$ cat src/rtl/lse_clut_pkg.sv
// Shared types, default LSE correction curve and interpolation arithmetic
// for the programmable correction LUT.
package lse_clut_pkg;

  typedef enum logic {INIT, RUN} clut_state_t;

  localparam logic [15:0] DEFAULT_CLUT [16] = '{
    16'h000, 16'h012, 16'h023, 16'h033, 16'h042, 16'h050, 16'h05D, 16'h069,
    16'h074, 16'h07E, 16'h087, 16'h08F, 16'h096, 16'h09C, 16'h0A1, 16'h0A5
  };

  // e0 + floor((e1 - e0) * frac / 2^frac_w); the result lies between e0 and e1.
  function automatic logic [31:0] interp_calc(input logic [31:0] e0,
                                              input logic [31:0] e1,
                                              input logic [7:0]  frac,
                                              input int          frac_w);
    logic signed [43:0] d;
    logic signed [43:0] f;
    logic signed [43:0] p;
    logic signed [43:0] s;
    d = $signed({12'd0, e1}) - $signed({12'd0, e0});
    f = $signed({36'd0, frac});
    p = d * f;
    s = $signed({12'd0, e0}) + (p >>> frac_w);
    if (frac == 8'd0) s = $signed({12'd0, e0});
    return 32'(s);
  endfunction

endpackage

$ cat src/rtl/lse_clut_interp_ch.sv
// One read channel: S1 captures the two neighbouring entries and controls,
// S2 registers the (optionally interpolated) correction.
module lse_clut_interp_ch
  import lse_clut_pkg::*;
#(
  parameter int ENTRY_WIDTH = 10,
  parameter int FRAC_W      = 4
) (
  input  logic                   clk,
  input  logic                   rst,
  input  logic                   vld_i,
  input  logic                   interp_en_i,
  input  logic [FRAC_W-1:0]      frac_i,
  input  logic [ENTRY_WIDTH-1:0] e0_i,
  input  logic [ENTRY_WIDTH-1:0] e1_i,
  output logic [ENTRY_WIDTH-1:0] correction_o,
  output logic                   valid_o
);

  logic                   vld_p1_q;
  logic                   ie_p1_q;
  logic [FRAC_W-1:0]      frac_p1_q;
  logic [ENTRY_WIDTH-1:0] e0_p1_q;
  logic [ENTRY_WIDTH-1:0] e1_p1_q;
  logic [ENTRY_WIDTH-1:0] corr_p2_d;
  logic [ENTRY_WIDTH-1:0] corr_p2_q;
  logic                   vld_p2_q;

  // S1
  always_ff @(posedge clk) begin
    if (rst) vld_p1_q <= 1'b0;
    else     vld_p1_q <= vld_i;
  end

  always_ff @(posedge clk) begin
    if (vld_i) begin
      ie_p1_q   <= interp_en_i;
      frac_p1_q <= frac_i;
      e0_p1_q   <= e0_i;
      e1_p1_q   <= e1_i;
    end
  end

  always_comb begin
    corr_p2_d = e0_p1_q;
    if (ie_p1_q)
      corr_p2_d = ENTRY_WIDTH'(interp_calc(32'(e0_p1_q), 32'(e1_p1_q),
                                           8'(frac_p1_q), FRAC_W));
  end

  // S2
  always_ff @(posedge clk) begin
    if (rst) begin
      vld_p2_q  <= 1'b0;
      corr_p2_q <= '0;
    end else begin
      vld_p2_q <= vld_p1_q;
      if (vld_p1_q) corr_p2_q <= corr_p2_d;
    end
  end

  assign correction_o = corr_p2_q;
  assign valid_o      = vld_p2_q;

endmodule

$ cat src/rtl/lse_clut_prog.sv
// Run-time programmable LSE correction LUT: register-file table filled with
// the default curve after reset, read by NUM_CH independent 2-cycle channels.
module lse_clut_prog
  import lse_clut_pkg::*;
#(
  parameter  int DEPTH       = 16,
  parameter  int ENTRY_WIDTH = 10,
  parameter  int FRAC_W      = 4,
  parameter  int NUM_CH      = 2,
  localparam int ADDR_W      = $clog2(DEPTH)
) (
  input  logic                             clk,
  input  logic                             rst,
  input  logic                             cfg_we,
  input  logic [ADDR_W-1:0]                cfg_addr,
  input  logic [ENTRY_WIDTH-1:0]           cfg_data,
  output logic                             cfg_ready,
  output logic                             init_done,
  input  logic                             interp_en,
  input  logic [NUM_CH-1:0]                rd_valid_in,
  input  logic [NUM_CH*(ADDR_W+FRAC_W)-1:0] rd_addr,
  output logic [NUM_CH*ENTRY_WIDTH-1:0]    correction,
  output logic [NUM_CH-1:0]                valid_out
);

  localparam int RA_W = ADDR_W + FRAC_W;

  clut_state_t            state_q, state_d;
  logic [ADDR_W-1:0]      idx_q, idx_d;
  logic [ENTRY_WIDTH-1:0] tbl_q [DEPTH];
  logic [3:0]             def_idx;
  logic [ENTRY_WIDTH-1:0] def_w;
  logic                   run_w;

  always_ff @(posedge clk) begin
    if (rst) begin
      state_q <= INIT;
      idx_q   <= '0;
    end else begin
      state_q <= state_d;
      idx_q   <= idx_d;
    end
  end

  always_comb begin
    state_d = state_q;
    idx_d   = idx_q;
    if (state_q == INIT) begin
      idx_d = idx_q + ADDR_W'(1);
      if (idx_q == ADDR_W'(DEPTH - 1)) state_d = RUN;
    end
  end

  always_comb begin
    run_w     = (state_q == RUN);
    init_done = run_w;
    cfg_ready = run_w;
  end

  // The 16-point default curve is stretched or decimated to fill DEPTH entries.
  always_comb begin
    def_idx = 4'((int'(idx_q) * 16) / DEPTH);
    def_w   = ENTRY_WIDTH'(DEFAULT_CLUT[def_idx]);
  end

  always_ff @(posedge clk) begin
    if (!rst) begin
      if (!run_w)      tbl_q[idx_q]    <= def_w;
      else if (cfg_we) tbl_q[cfg_addr] <= cfg_data;
    end
  end

  for (genvar c = 0; c < NUM_CH; c++) begin : g_ch
    logic [RA_W-1:0]   ra;
    logic [ADDR_W-1:0] i0;
    logic [ADDR_W-1:0] i1;

    assign ra = rd_addr[c*RA_W +: RA_W];
    assign i0 = ra[RA_W-1:FRAC_W];
    // Top entry has no upper neighbour, so it interpolates against itself.
    assign i1 = (i0 == ADDR_W'(DEPTH - 1)) ? i0 : i0 + ADDR_W'(1);

    lse_clut_interp_ch #(
      .ENTRY_WIDTH(ENTRY_WIDTH),
      .FRAC_W     (FRAC_W)
    ) u_ch (
      .clk         (clk),
      .rst         (rst),
      .vld_i       (rd_valid_in[c] & run_w),
      .interp_en_i (interp_en),
      .frac_i      (ra[FRAC_W-1:0]),
      .e0_i        (tbl_q[i0]),
      .e1_i        (tbl_q[i1]),
      .correction_o(correction[c*ENTRY_WIDTH +: ENTRY_WIDTH]),
      .valid_o     (valid_out[c])
    );
  end

endmodule

$ cat config.mk
export PLATFORM = sky130hd
export DESIGN_NAME = lse_clut_prog
export DESIGN_NICKNAME = d
export VERILOG_FILES = /design/src/rtl/lse_clut_pkg.sv /design/src/rtl/lse_clut_interp_ch.sv /design/src/rtl/lse_clut_prog.sv
export SDC_FILE = /design/constraint.sdc
export NUM_CORES = 1
export LEC_CHECK = 0
export BUFFER_PORTS_ARGS = -buffer_cell sky130_fd_sc_hd__buf_2
export CORE_MARGIN = 1.5
export CORE_UTILIZATION = 40
export DETAILED_ROUTE_END_ITERATION = 16
export GPL_ROUTABILITY_DRIVEN = 0
export SLEW_MARGIN = 20
export SYNTH_ARGS = -nofsm -noshare
export SYNTH_HDL_FRONTEND = slang
export SYNTH_SLANG_ARGS = --single-unit
$ cat constraint.sdc
create_clock -name clk -period 17.2 [get_ports clk]
set_clock_uncertainty 0.1 [all_clocks]
set_input_delay 0 -clock clk [delete_from_list [all_inputs] [get_ports clk]]
set_output_delay 0 -clock clk [all_outputs]
set_load 0.03 [all_outputs]
# Word-level counts from Yosys, hierarchy flattened
# Memories as Yosys holds them, arrays and structs flattened. A register that Yosys moved wholly into a read port is not among the register bits.
# Cells that the tools add are included.
dict set report totals {
  rom_bits 256
  elab_cells 53
  ramBits 160
  latchBits 0
  output_inout_bits 24
  reg_bits 39
  n_memories 2
}
# name depth word_bits read_ports rd_clocked_by_memory_dff wr line
set memory_table {}
lappend memory_table {{(name not given)} 16 16 1 0 0 lse_clut_prog.sv:63} ;# def_w = ENTRY_WIDTH'(DEFAULT_CLUT[def_idx]);
lappend memory_table {tbl_q 16 10 4 4 1 lse_clut_prog.sv:30} ;# logic [ENTRY_WIDTH-1:0] tbl_q [DEPTH];
dict set report op_classes {
  n_div 0
  eq_ne 3
  n_shift 0
  addsub 7
  mul 2
  magnitude_cmp 1
  n_mux 20
  bitwise 3
  n_reduce_logical 3
}
# op n
set op_table {}
lappend op_table {{$mul A44 B5 Y14} 2}
lappend op_table {{$mux W10} 7}
lappend op_table {{$sub A10 B10 Y11} 2}
lappend op_table {{$add A10 B10 Y10} 2}
lappend op_table {{$add A4 B1 Y4 const B} 3}
lappend op_table {{$eq A4 B4 Y1 const B} 3}
lappend op_table {{$mux W4} 3}
lappend op_table {{$mux W1} 10}
lappend op_table {{$reduce_or A10 Y1} 1}
lappend op_table {{$logic_not A4 Y1} 2}
lappend op_table {{$ge A5 B5 Y1 const B} 1}
lappend op_table {{$not A4 Y5} 1}
lappend op_table {{$and A1 B1 Y1} 2}

# Depth between registers and ports, before layout
# Gate-level depths: netlist of the first run.
dict set report logic_depth {
  word_depth 6
  depth_mapped 31
  ltp_nobuf 31
}

# Modules after synthesis
# A second synthesis of the first run with hierarchy kept.
dict set report unflattened {
  cells_unflattened 1653
  area_unflattened_um2 18210.0
}
# mod area_each_um2 cells_each n_inst seq_area_each_um2
set modules_own_cells {}
lappend modules_own_cells {lse_clut_prog 11369.7 914 1 4904.7}
lappend modules_own_cells {{lse_clut_interp_ch (g_ch[0].u_ch)} 3432.0 367 1 991.0}
lappend modules_own_cells {{lse_clut_interp_ch (g_ch[1].u_ch)} 3408.3 372 1 991.0}

# Least setup slack after synthesis of the first run
# No wires, ideal clock.
dict set report synth_timing {
  path_kind {register to register}
  from {reg g_ch[0].u_ch.e0_p1_q[1], read port of tbl_q}
  to {reg g_ch[0].u_ch.corr_p2_q[9]}
  t_arrival_ns 6.132
  slack_ns 10.877
  required_ns 17.009
  synth_period_minus_slack_ns 6.323
  stages_incl_launch_ff 29
  n_path_buf 0
  setup_ns 0.091
  path_cell_list {edfxtp_1 > inv_1 > ha_1 > nor2b_1 > o21ai_0 > a21boi_0 > o21ai_0 > a21boi_0 > o21a_1 > nor3_1 > nor3_1 > ha_1 > fa_1 > inv_1 > fa_1 > inv_1 > ha_1 > nand3_1 > o31ai_1 > nor2_1 > ha_1 > nor3_1 > o2111ai_1 > a31o_2 > a21oi_1 > xnor2_1 > xnor3_1 > or3_1 > a311oi_1}
}
dict set report synth_via {
  elab_chain_cells 5
}
# item line
set synth_lines {}
lappend synth_lines {{from (decl)} lse_clut_interp_ch.sv:23} ;# logic [ENTRY_WIDTH-1:0] e0_p1_q;
lappend synth_lines {{$sub A10 B10 Y11} lse_clut_pkg.sv:21} ;# d = $signed({12'd0, e1}) - $signed({12'd0, e0});
lappend synth_lines {{$mul A44 B5 Y14} lse_clut_pkg.sv:23} ;# p = d * f;
lappend synth_lines {{$add A10 B10 Y10 (*)} lse_clut_pkg.sv:24} ;# s = $signed({12'd0, e0}) + (p >>> frac_w);
lappend synth_lines {{$mux W10 (*)} lse_clut_pkg.sv:25} ;# if (frac == 8'd0) s = $signed({12'd0, e0});
lappend synth_lines {{$mux W10 (*)} lse_clut_interp_ch.sv:46} ;# if (ie_p1_q)
lappend synth_lines {{to (signal assigned)} lse_clut_interp_ch.sv:58} ;# if (vld_p1_q) corr_p2_q <= corr_p2_d;
lappend synth_lines {{to (decl)} lse_clut_interp_ch.sv:26} ;# logic [ENTRY_WIDTH-1:0] corr_p2_q;
# Every way passes the cells marked *; elsewhere a longest branch is shown, timed or not.
# A chain may end at the register's enable or synchronous reset.

# Final worst setup path of the first run
# Ends and elaborated chain as after synthesis.

==> results of run 1 <==
-- final cells by class --
| cell class | count | area [um2] |
|---|---|---|
| Sequential cell | 239 | 6890 |
| Inverter | 126 | 473 |
| Timing Repair Buffer | 114 | 771 |
| Clock inverter | 22 | 264 |
| Clock buffer | 33 | 762 |
| Fill cell | 3898 | 23300 |
| Antenna cell | 1 | 2.50 |
| Tap cell | 585 | 732 |
| Multi-Input combinational cell | 973 | 9820 |
-- tightest hold or removal path: stages --
cell     delay [ns]
buf_2          0.11
a31oi_1        0.13
nor2_1         0.09
buf_4          0.24
-- registers in the layout (all words and copies together) (netlist names) --
signal and flops:
tbl_q 160, g_ch.u_ch.e1_p1_q 20, g_ch.u_ch.frac_p1_q 8, idx_q 4, g_ch.u_ch.ie_p1_q 2, cfg_ready 1, g_ch.u_ch.e0_p1_q 20, g_ch.u_ch.correction_o 20
g_ch.u_ch.vld_p1_q 2, g_ch.u_ch.valid_o 2
-- final timing paths --
kind | startpoint | to
setup reg to reg | g_ch[0].u_ch.e0_p1_q[1] | g_ch[0].u_ch.correction_o[9]
hold reg to reg | g_ch[1].u_ch.correction_o[0] | g_ch[1].u_ch.correction_o[0]
hold / removal | cfg_addr[2] | tbl_q[14][6]
setup / recovery | g_ch[0].u_ch.e0_p1_q[1] | g_ch[0].u_ch.correction_o[9]
-- power groups by stage --
stage	clock, mW	sequential (mW)	combinational, mW
2_1_floorplan	0	0.658	0.122
5_1_grt	0.688	0.648	0.198
6_report	0.653	0.648	0.187
3_3_place_gp	0	0.659	0.181
4_1_cts	0.666	0.648	0.186
3_5_place_dp	0	0.660	0.182
-- logic make-up after synthesis --
kind of cell	share of synthesized area (%)
buffers and inverters	4.61
AO/OA/AOI/OAI	8.73
XOR/XNOR	2.72
adder cells (fa/ha/maj)	11.6
AND/OR/NAND/NOR	9.22
flip-flops	39.6
multiplexers	23.5
-- placed cells by master, fill, tap and decap left out, drive strengths merged, types with 6 or more instances in the layout --
cell	count
dfxtp	29
edfxtp	210
clkbuf	33
a31oi	9
buf	90
and2	49
o21bai	6
o21a	11
nand3	14
nand2	79
ha	94
o21ai	53
nor3	31
clkinv	15
fa	42
o211ai	18
a221oi	11
nor2	99
xnor2	25
inv	127
mux2	8
xor2	24
o41ai	6
dlygate4sd3	24
a21oi	56
mux2i	63
a22oi	10
nor2b	27
mux4	150
a211oi	27
or3	11
-- per-layer routing --
| metal | up-vias | share of wire, % | track usage, % |
|---|---|---|---|
| met1 | 6121 | 41 | 28.0 |
| met2 | 477 | 48 | 36.2 |
| li1 | 5505 | - | - |
| met3 | 94 | 7.9 | 5.04 |
| met5 | - | 0.035 | 0 |
| met4 | 2 | 3.4 | 7.46 |
-- repair_timing --
| action | in CTS | in global routing |
|---|---|---|
| hold endpoints to repair | 181 | 0 |
| hold buffers | 24 | 0 |
| resized for setup | 0 | 0 |
==> flow_summary_export.csv, run 1 <==
group,metric,value,unit
sta,finalCritPeriodShare,40.5,%
pwr,p_int,1.12,mW
synth,yosysMostFrequentCell,"edfxtp_1",
sta,fin_crit,6.97,ns
synth,synth_ff_type,"edfxtp_1",
sta,max_freq,0.144,GHz
cells_and_area,final_cells,2093,
pwr,p_sw_share,24.8,%
cells_and_area,drive_gt1_share,21.5,%
drt,vias,12200,
grt,overflow,0,
setup_path,cp_num_buf_inv,3,
floorplan,initial_core_util,40.5,%
synth,synth_cell_types,58,
setup_path,cp.required,17.58,ns
sta,slew_violations,0,
setup_path,path_depth,30,
floorplan,chipHeight,212,um
synth,syn-cell-area,17400,um2
drt,wirelength,48100,um
run,drv_cap,0,
setup_path,arrival,7.35,ns
cells_and_area,nets,1656,
setup_path,critPathMaxFanout,4,
cts,clockBufferDepth,3,
grt,antenna_found_initial,4,
sta,worst_pin_slew,1.11,ns
drt,vias_per_cell,5.83,
grt,grt_pass1_wl,72600,um
synth,ys_seq_area_share,39.6,%
pwr,power.switching,0.369,mW
synth,syn_area_per_cell,12.3,um2
placed_design,dp_hpwl,32600,um
cts,clk_pin_slew_worst_paths,0.06,ns
setup_path,crit_path_end_kind,"flop",
cells_and_area,utilization,45.9,%
setup_path,reg2reg_depth,30,
setup_path,slowest_stage,"fa_1",
setup_path,start_kind,"flop",
sta,setup_violations,0,
drt,post_drt_wl_per_cell,23.0,um
drt,drt_pre_antenna_iters,5,
outcome,status,"finished, final reports clean",
cts,root_buffer,"clkbuf_16",
cells_and_area,fin_area,19700,um2
cts,clock-sinks,239,
synth,syn_nets,1590,
grt,grt_max_degree,44,
sta,whs,0.0339,ns
synth,synth.area.top_cells,"edfxtp_1 36%, mux4_2 19%, ha_1 6.8%, fa_1 4.8%, mux2i_1 3.6%",
sta,maxSlewHeadroom,26.0,%
placed_design,dp.cells,2013,
setup_path,path_delay_family,"compound AO/OA/AOI/OAI gates",
worst_hold_path,hold_path_class,"in2reg",
sta,final.setup.tns,0,ns
pwr,ir_worst_vdd,0.0844,mV
worst_hold_path,min_path_cells,4,
setup_path,r2r_slack,10.23,ns
synth,synth-edff-count,210,
floorplan,row_count,76,
pwr,power.share.clock,43.9,%
drt,ant_nets,0,
pwr,leakagePower,7.51,nW
synth,async_flop_share,0,%
sta,finalHoldViolations,0,
floorplan,core_area,43000,um2
cts,cts-htree-levels,1,
pwr,p_comb_share,12.6,%
sta,fin_ws,10.23,ns
setup_path,cp_slowest_stage_delay,0.48,ns
floorplan,die_area,44800,um2
drt,drc,0,
floorplan,die_x,212,um
grt,track_usage,21.8,%
floorplan,io_pins,60,
cts,clk_latency,0.61,ns
pwr,p_seq_share,43.6,%
synth,yosysTopAreaCellShare,36.2,%
drt,drt_iter0_drc,1036,
setup_path,cp_common_cell,"ha_1",
placed_design,io_buffers,59,
placed_design,placed_area,18400,um2
synth,synthCells,1418,
pwr,finalPower,1.49,mW
synth,ys_seq_elements,239,
pwr,powerDensity,75.5,nW/um2
synth,ys_warn_count,0,
synth,yosys.area.top_type,"edfxtp_1",
sta,rsz0062_at_grt,"false",
cts,post-cts-setup-buffers,0,
grt,grt_pass1_vias,12100,
cts,cts_buffers,30,
cells_and_area,area_delta_synth_final,13.3,%
placed_design,place_ws,10.32,ns
synth,synthTopCellsByCount,"210 x edfxtp_1, 150 x mux4_2, 126 x inv_1",
cts,cts_tree,"yes",
setup_path,critPathKind,"reg2reg",
Note: power is estimated with default switching activity, not from simulation.
==> run 2: changes to the inputs <==
Settings changed: ABC_AREA from default to 1.
Clock period 17.2 ns to 6.6 ns, I/O delays scaled along.
==> run 2 against run 1 <==
Compared with the run above: worst hold slack gained 0.0053 ns; sequential share of layout area shrank 0.57 points; flip-flop and latch count unchanged; area after synthesis up 4.2%; synthesized cell count increased by 64%; total power rose to 2.6 times the previous value; sequential power rose to 2.6 times the previous value; core utilization is 0.84 points lower; cell area increased by 1.7%; highest routed layer unchanged; setup slack got worse by 9.6 ns; via count grew 44%; largest power group is now sequential cells; die area grew 4.1%.
==> flow_summary_export.csv, run 2 <==
group,metric,value,unit
floorplan,chipHeight,216,um
floorplan,initial_core_util,40.7,%
setup_path,critPathKind,"reg2reg",
cells_and_area,seq_area,6890,um2
sta,slew_violations,0,
setup_path,slowest_stage,"fa_1",
cells_and_area,nFillCells,4393,
drt,drt_iter0_drc,2403,
synth,synthTopCellsByCount,"363 x o21ai_0, 312 x nand2_1, 290 x inv_1",
sta,setup_violations,0,
cells_and_area,top_register,"tbl_q",
outcome,status,"finished, final reports clean",
sta,maxSlewHeadroom,16.3,%
cells_and_area,layout_common_cells,"361 x o21ai_0, 311 x nand2_1, 289 x inv_1, 265 x nor2_1, 218 x a21oi_1",
floorplan,die_x,216,um
floorplan,row_count,77,
pwr,ir_worst_vdd,0.193,mV
floorplan,die_area,46600,um2
synth,ys_seq_area_share,38.0,%
sta,fin_ws,0.596,ns
worst_hold_path,hold_path_class,"in2reg",
cts,clock-sinks,239,
synth,async_flop_share,0,%
cells_and_area,drive_gt1_share,7.49,%
floorplan,core_area,44500,um2
cells_and_area,largest_register_ffs,160,
synth,yosysTopAreaCellShare,34.8,%
setup_path,timing.rr.end,"g_ch[1].u_ch.correction_o[9]",
grt,antenna_found_initial,2,
sta,worst_pin_slew,1.25,ns
cts,cts_tree,"yes",
grt,grt_pass1_wl,97200,um
drt,vias,17600,
sta,fin_crit,6.00,ns
pwr,finalPower,3.86,mW
grt,track_usage,27.0,%
placed_design,place_ws,0.515,ns
cts,clk_latency,0.59,ns
sta,final.setup.tns,0,ns
sta,finalHoldViolations,0,
cts,cts-htree-levels,1,
synth,synthCells,2321,
grt,grt_max_degree,97,
run,drv_cap,0,
drt,drt_pre_antenna_iters,6,
cts,clk_pin_slew_worst_paths,0.07,ns
setup_path,arrival,6.36,ns
cells_and_area,diodes,0,
cells_and_area,area_delta_synth_final,10.5,%
grt,overflow,0,
synth,ys_seq_elements,239,
setup_path,critPathMaxFanout,5,
cells_and_area,final_common_cell,"o21ai_0",
worst_hold_path,min_path_cells,2,
cts,cts_buffers,27,
synth,synth_cell_types,46,
cells_and_area,multiInputGateArea,9590,um2
placed_design,dp_hpwl,41400,um
setup_path,crit_path_end_kind,"flop",
setup_path,cp.required,6.96,ns
synth,syn_area_per_cell,7.81,um2
pwr,powerDensity,192,nW/um2
sta,rsz0062_at_grt,"false",
synth,synth_ff_type,"edfxtp_1",
synth,ys_warn_count,0,
drt,post_drt_wl_per_cell,21.8,um
setup_path,cp_common_cell,"nand2_1",
worst_hold_path,hold_end,"tbl_q[2][7]",
drt,vias_per_cell,5.98,
placed_design,io_buffers,59,
cts,root_buffer,"clkbuf_16",
drt,wirelength,64100,um
setup_path,r2r_start,"g_ch[1].u_ch.e0_p1_q[2]",
grt,grt_pass1_vias,16800,
synth,syn-cell-area,18100,um2
setup_path,start_kind,"flop",
synth,synth.area.top_cells,"edfxtp_1 35%, o21ai_0 10%, ha_1 6.5%, nand2_1 6.5%, a21oi_1 6.1%",
pwr,leakagePower,8.38,nW
cts,clockBufferDepth,3,
worst_hold_path,hp-start,"cfg_data[7]",
cts,post-cts-setup-buffers,0,
drt,drc,0,
drt,ant_nets,0,
synth,synth-edff-count,210,
synth,syn_nets,2493,
sta,finalCritPeriodShare,91.0,%
synth,yosysMostFrequentCell,"o21ai_0",
setup_path,reg2reg_depth,36,
floorplan,io_pins,60,
sta,max_freq,0.167,GHz
setup_path,r2r_slack,0.60,ns
setup_path,cp_slowest_stage_delay,0.54,ns
cells_and_area,nets,2500,
synth,yosys.area.top_type,"edfxtp_1",
==> run 2: critical path: cells and delay by family, from the launching register on <==
family | cells | cell delay (ns)
fa+ha+maj | 5 | 1.97
compound gates | 8 | 1.41
simple gates | 16 | 1.27
xor+xnor | 2 | 0.53
flops | 1 | 0.40
buf+inv | 5 | 0.24
==> run 2: metrics by stage <==
stage | cell area [um2] | hold slack, ns | util, % | cells
after CTS | 20000 | 0.0174 | 45.0 | 2941
after floorplan | 18100 | -0.00113 | - | 2321
after global routing | 20000 | 0.0443 | 45.0 | 2941
final | 20000 | 0.0392 | 45.0 | 2941
after global placement | 18900 | 0.0794 | 42.4 | 2868
after detailed placement | 18900 | 0.0798 | 42.4 | 2868
==> run 2: kinds of logic (layout without fill, tap and decap cells) <==
family / Yosys count / in the layout / synth area share (%)
AOI/OAI and AO/OA: 773 / 773 / 24.1
buffers and inverters: 436 / 464 / 9.53
DFF: 239 / 239 / 38.0
xor gates and xnor gates: 39 / 39 / 1.88
and+or+nand+nor: 698 / 698 / 15.4
adders and majority gates: 136 / 136 / 11.1
==> run 2: area by class of cell <==
| type | instances | area share (%) |
|---|---|---|
| sequential | 239 | 34.4 |
| tap | 592 | 3.70 |
| inverter | 302 | 5.67 |
| multi-input combinational | 1646 | 47.9 |
| clock buffer | 39 | 3.95 |
| clock inverter | 11 | 0.718 |
| timing repair buffer | 112 | 3.75 |
==> run 2: timing repair <==
action	4_1_cts	5_1_grt
gates resized for setup	0	3
setup endpoints to repair	0	1
endpoints found under the hold margin	157	0
hold buffers	23	0
==> run 2: how the worst max path moves through the flow <==
| stage | cells after the start | to | start | slack (ns) |
|---|---|---|---|---|
| final | 36 | g_ch[1].u_ch.correction_o[9] | g_ch[1].u_ch.e0_p1_q[2] | 0.60 |
| after global routing | 35 | g_ch[0].u_ch.correction_o[9] | g_ch[0].u_ch.e0_p1_q[2] | 0.02 |
| after CTS | 35 | g_ch[0].u_ch.correction_o[9] | g_ch[0].u_ch.e0_p1_q[2] | 0.52 |
| after detailed placement | 35 | g_ch[0].u_ch.correction_o[9] | g_ch[0].u_ch.e0_p1_q[2] | 0.52 |
| after global placement | 36 | g_ch[1].u_ch.correction_o[9] | g_ch[1].u_ch.e0_p1_q[2] | 0.66 |
| after floorplan | 35 | g_ch[0].u_ch.correction_o[9] | g_ch[0].u_ch.e0_p1_q[2] | 1.20 |
==> run 2: metal layers <==
| layer | track usage (%) | share of wire, % |
|---|---|---|
| met1 | 37.0 | 41 |
| met2 | 42.8 | 45 |
| met3 | 4.38 | 11 |
| met4 | 10.6 | 3.7 |
| met5 | 0 | 0.028 |
==> run 2: report_power, final <==
group          internal (mW)  switching, mW  leakage, nW
clock network          0.949          0.637        0.458
logic                  0.154          0.432         5.67
registers               1.67         0.0133         2.25
total                   2.77           1.08         8.38
==> run 3: changes to the inputs <==
Settings changed: CELL_PAD_IN_SITES_DETAIL_PLACEMENT from default to 2, CELL_PAD_IN_SITES_GLOBAL_PLACEMENT from default to 2, CORE_MARGIN 1.5 to 4, CORE_UTILIZATION 40 to 38, PLACE_DENSITY_LB_ADDON from default to 0.1, SLEW_MARGIN 20 to 40.
==> run 3 against run 2 <==
Compared with the run above: worst hold slack worse by 0.0035 ns; sequential share of layout area down 0.56 points; largest cell class unchanged; final cell count rose by 1.5%; largest power group is now the clock network; count of clock-buffer cells in the layout is 5 lower; cell area up 1.7%.
==> flow_summary_export.csv, run 3 (synthesis gave the netlist of run 2 again) <==
group,metric,value,unit
outcome,status,"finished, final reports clean",
drt,drc,0,
cts,clk_latency,0.62,ns
setup_path,cp_common_cell,"nand2_1",
setup_path,arrival,6.50,ns
drt,post_drt_wl_per_cell,27.2,um
pwr,power.share.clock,42.2,%
setup_path,cp_num_buf_inv,7,
grt,grt_max_degree,87,
sta,setup_violations,0,
cells_and_area,nets,2525,
cells_and_area,layout_common_cells,"354 x o21ai_0, 310 x nand2_1, 286 x inv_1, 269 x nor2_1, 215 x a21oi_1",
placed_design,dp_hpwl,54600,um
run,drv_cap,0,
setup_path,cp_slowest_stage_delay,0.50,ns
cts,root_buffer,"clkbuf_16",
floorplan,initial_core_util,38.7,%
worst_hold_path,hold_path_class,"in2reg",
drt,ant_nets,0,
drt,wirelength,81300,um
setup_path,critPathLaunch,"g_ch[1].u_ch.e0_p1_q[2]",
sta,finalCritPeriodShare,92.8,%
sta,whs,0.0357,ns
setup_path,slowest_stage,"fa_1",
drt,vias_per_cell,6.03,
cells_and_area,largest_register_ffs,160,
floorplan,die_area,51300,um2
sta,finalHoldViolations,0,
floorplan,chipHeight,226,um
grt,track_usage,31.1,%
setup_path,start_kind,"flop",
floorplan,core_area,46900,um2
pwr,p_sw_share,29.9,%
cells_and_area,drive_gt1_share,8.92,%
grt,grt_pass1_wl,120000,um
cts,clockBufferDepth,3,
setup_path,critPathKind,"reg2reg",
pwr,p_int,2.82,mW
cts,clock-sinks,239,
floorplan,io_pins,60,
cts,cts-htree-levels,1,
drt,drt_iter0_drc,1378,
drt,vias,18000,
cells_and_area,multiInputGateArea,9670,um2
setup_path,path_delay_family,"adder cells",
sta,final.setup.tns,0,ns
floorplan,die_x,226,um
worst_hold_path,hp-start,"cfg_data[7]",
sta,slew_violations,0,
setup_path,critPathMaxFanout,5,
setup_path,crit_path_end_kind,"flop",
cells_and_area,final_common_cell,"o21ai_0",
sta,fin_crit,6.12,ns
setup_path,cp.required,6.98,ns
grt,overflow,0,
grt,grt_pass1_vias,19400,
pwr,powerDensity,198,nW/um2
grt,antenna_found_initial,9,
pwr,power.switching,1.21,mW
sta,maxSlewHeadroom,36.6,%
cells_and_area,nFillCells,5355,
cells_and_area,seq_area,6890,um2
setup_path,r2r_start,"g_ch[1].u_ch.e0_p1_q[2]",
placed_design,io_buffers,59,
drt,drt_pre_antenna_iters,5,
floorplan,row_count,79,
pwr,leakagePower,8.52,nW
sta,max_freq,0.163,GHz
pwr,ir_worst_vdd,0.200,mV
cts,cts_tree,"yes",
pwr,p_comb_share,16.0,%
pwr,p_seq_share,41.9,%
cts,cts_buffers,30,
pwr,finalPower,4.03,mW
sta,worst_pin_slew,0.950,ns
cells_and_area,area_delta_synth_final,12.3,%
cells_and_area,top_register,"tbl_q",
cts,clk_pin_slew_worst_paths,0.06,ns
[run 3: metal layers]
metal / vias to the layer above / GRT usage, % / share of wire (%)
met2: 630 / 54.9 / 49
met5: - / 0 / 0.096
met3: 234 / 5.33 / 6.4
li1: 8056 / - / -
met4: 12 / 13.2 / 5.1
met1: 9055 / 37.4 / 39
[run 3: cell type report]
| cell class | count | area share (%) |
|---|---|---|
| Clock buffer | 34 | 3.76 |
| Timing Repair Buffer | 134 | 4.53 |
| Antenna cell | 1 | 0.0123 |
| Tap cell | 607 | 3.73 |
| Sequential cell | 239 | 33.8 |
| Clock inverter | 22 | 1.14 |
| Multi-Input combinational cell | 1646 | 47.4 |
| Inverter | 302 | 5.59 |
[run 3: worst paths after layout]
| check | slack (ns) | to | cells past startpoint |
|---|---|---|---|
| max | 0.48 | g_ch[1].u_ch.correction_o[9] | 35 |
| min | 0.04 | tbl_q[15][7] | 2 |
| max reg2reg | 0.48 | g_ch[1].u_ch.correction_o[9] | 35 |
| min reg2reg | 0.37 | g_ch[0].u_ch.correction_o[5] | 2 |
[run 3: power by group through the flow]
stage / Sequential, mW / Clock, mW / Combinational [mW]
finish: 1.69 / 1.70 / 0.642
global route: 1.69 / 1.77 / 0.678
CTS: 1.69 / 1.71 / 0.624
detailed placement: 1.72 / 0 / 0.610
global placement: 1.72 / 0 / 0.586
floorplan: 1.71 / 0 / 0.340
[run 3: worst register-to-register path, delay by kind of cell, from the launching register on]
family / cells / cell delay [ns]
buffers and inverters: 7 / 0.52
XOR/XNOR: 2 / 0.39
adder cells (fa/ha/maj): 6 / 2.38
AND/OR/NAND/NOR: 14 / 1.21
AO/OA/AOI/OAI: 6 / 0.97
flip-flops: 1 / 0.44
[run 3: what timing repair did]
action / CTS / global route
endpoints found under the hold margin: 192 / 0
gates resized for setup: 0 / 15
setup buffers: 0 / 4
hold buffers: 24 / 0
endpoints found under the setup margin: 0 / 2
[run 3: metrics by stage]
stage / setup WS, ns / area, um2 / cells / utilization [%]
2_1_floorplan: 1.20 / 18100 / 2321 / -
3_3_place_gp: 0.607 / 19000 / 2900 / 40.5
3_5_place_dp: 0.252 / 19000 / 2900 / 40.6
4_1_cts: 0.238 / 20300 / 2980 / 43.3
5_1_grt: -0.0133 / 20400 / 2985 / 43.5
6_report: 0.476 / 20400 / 2985 / 43.5
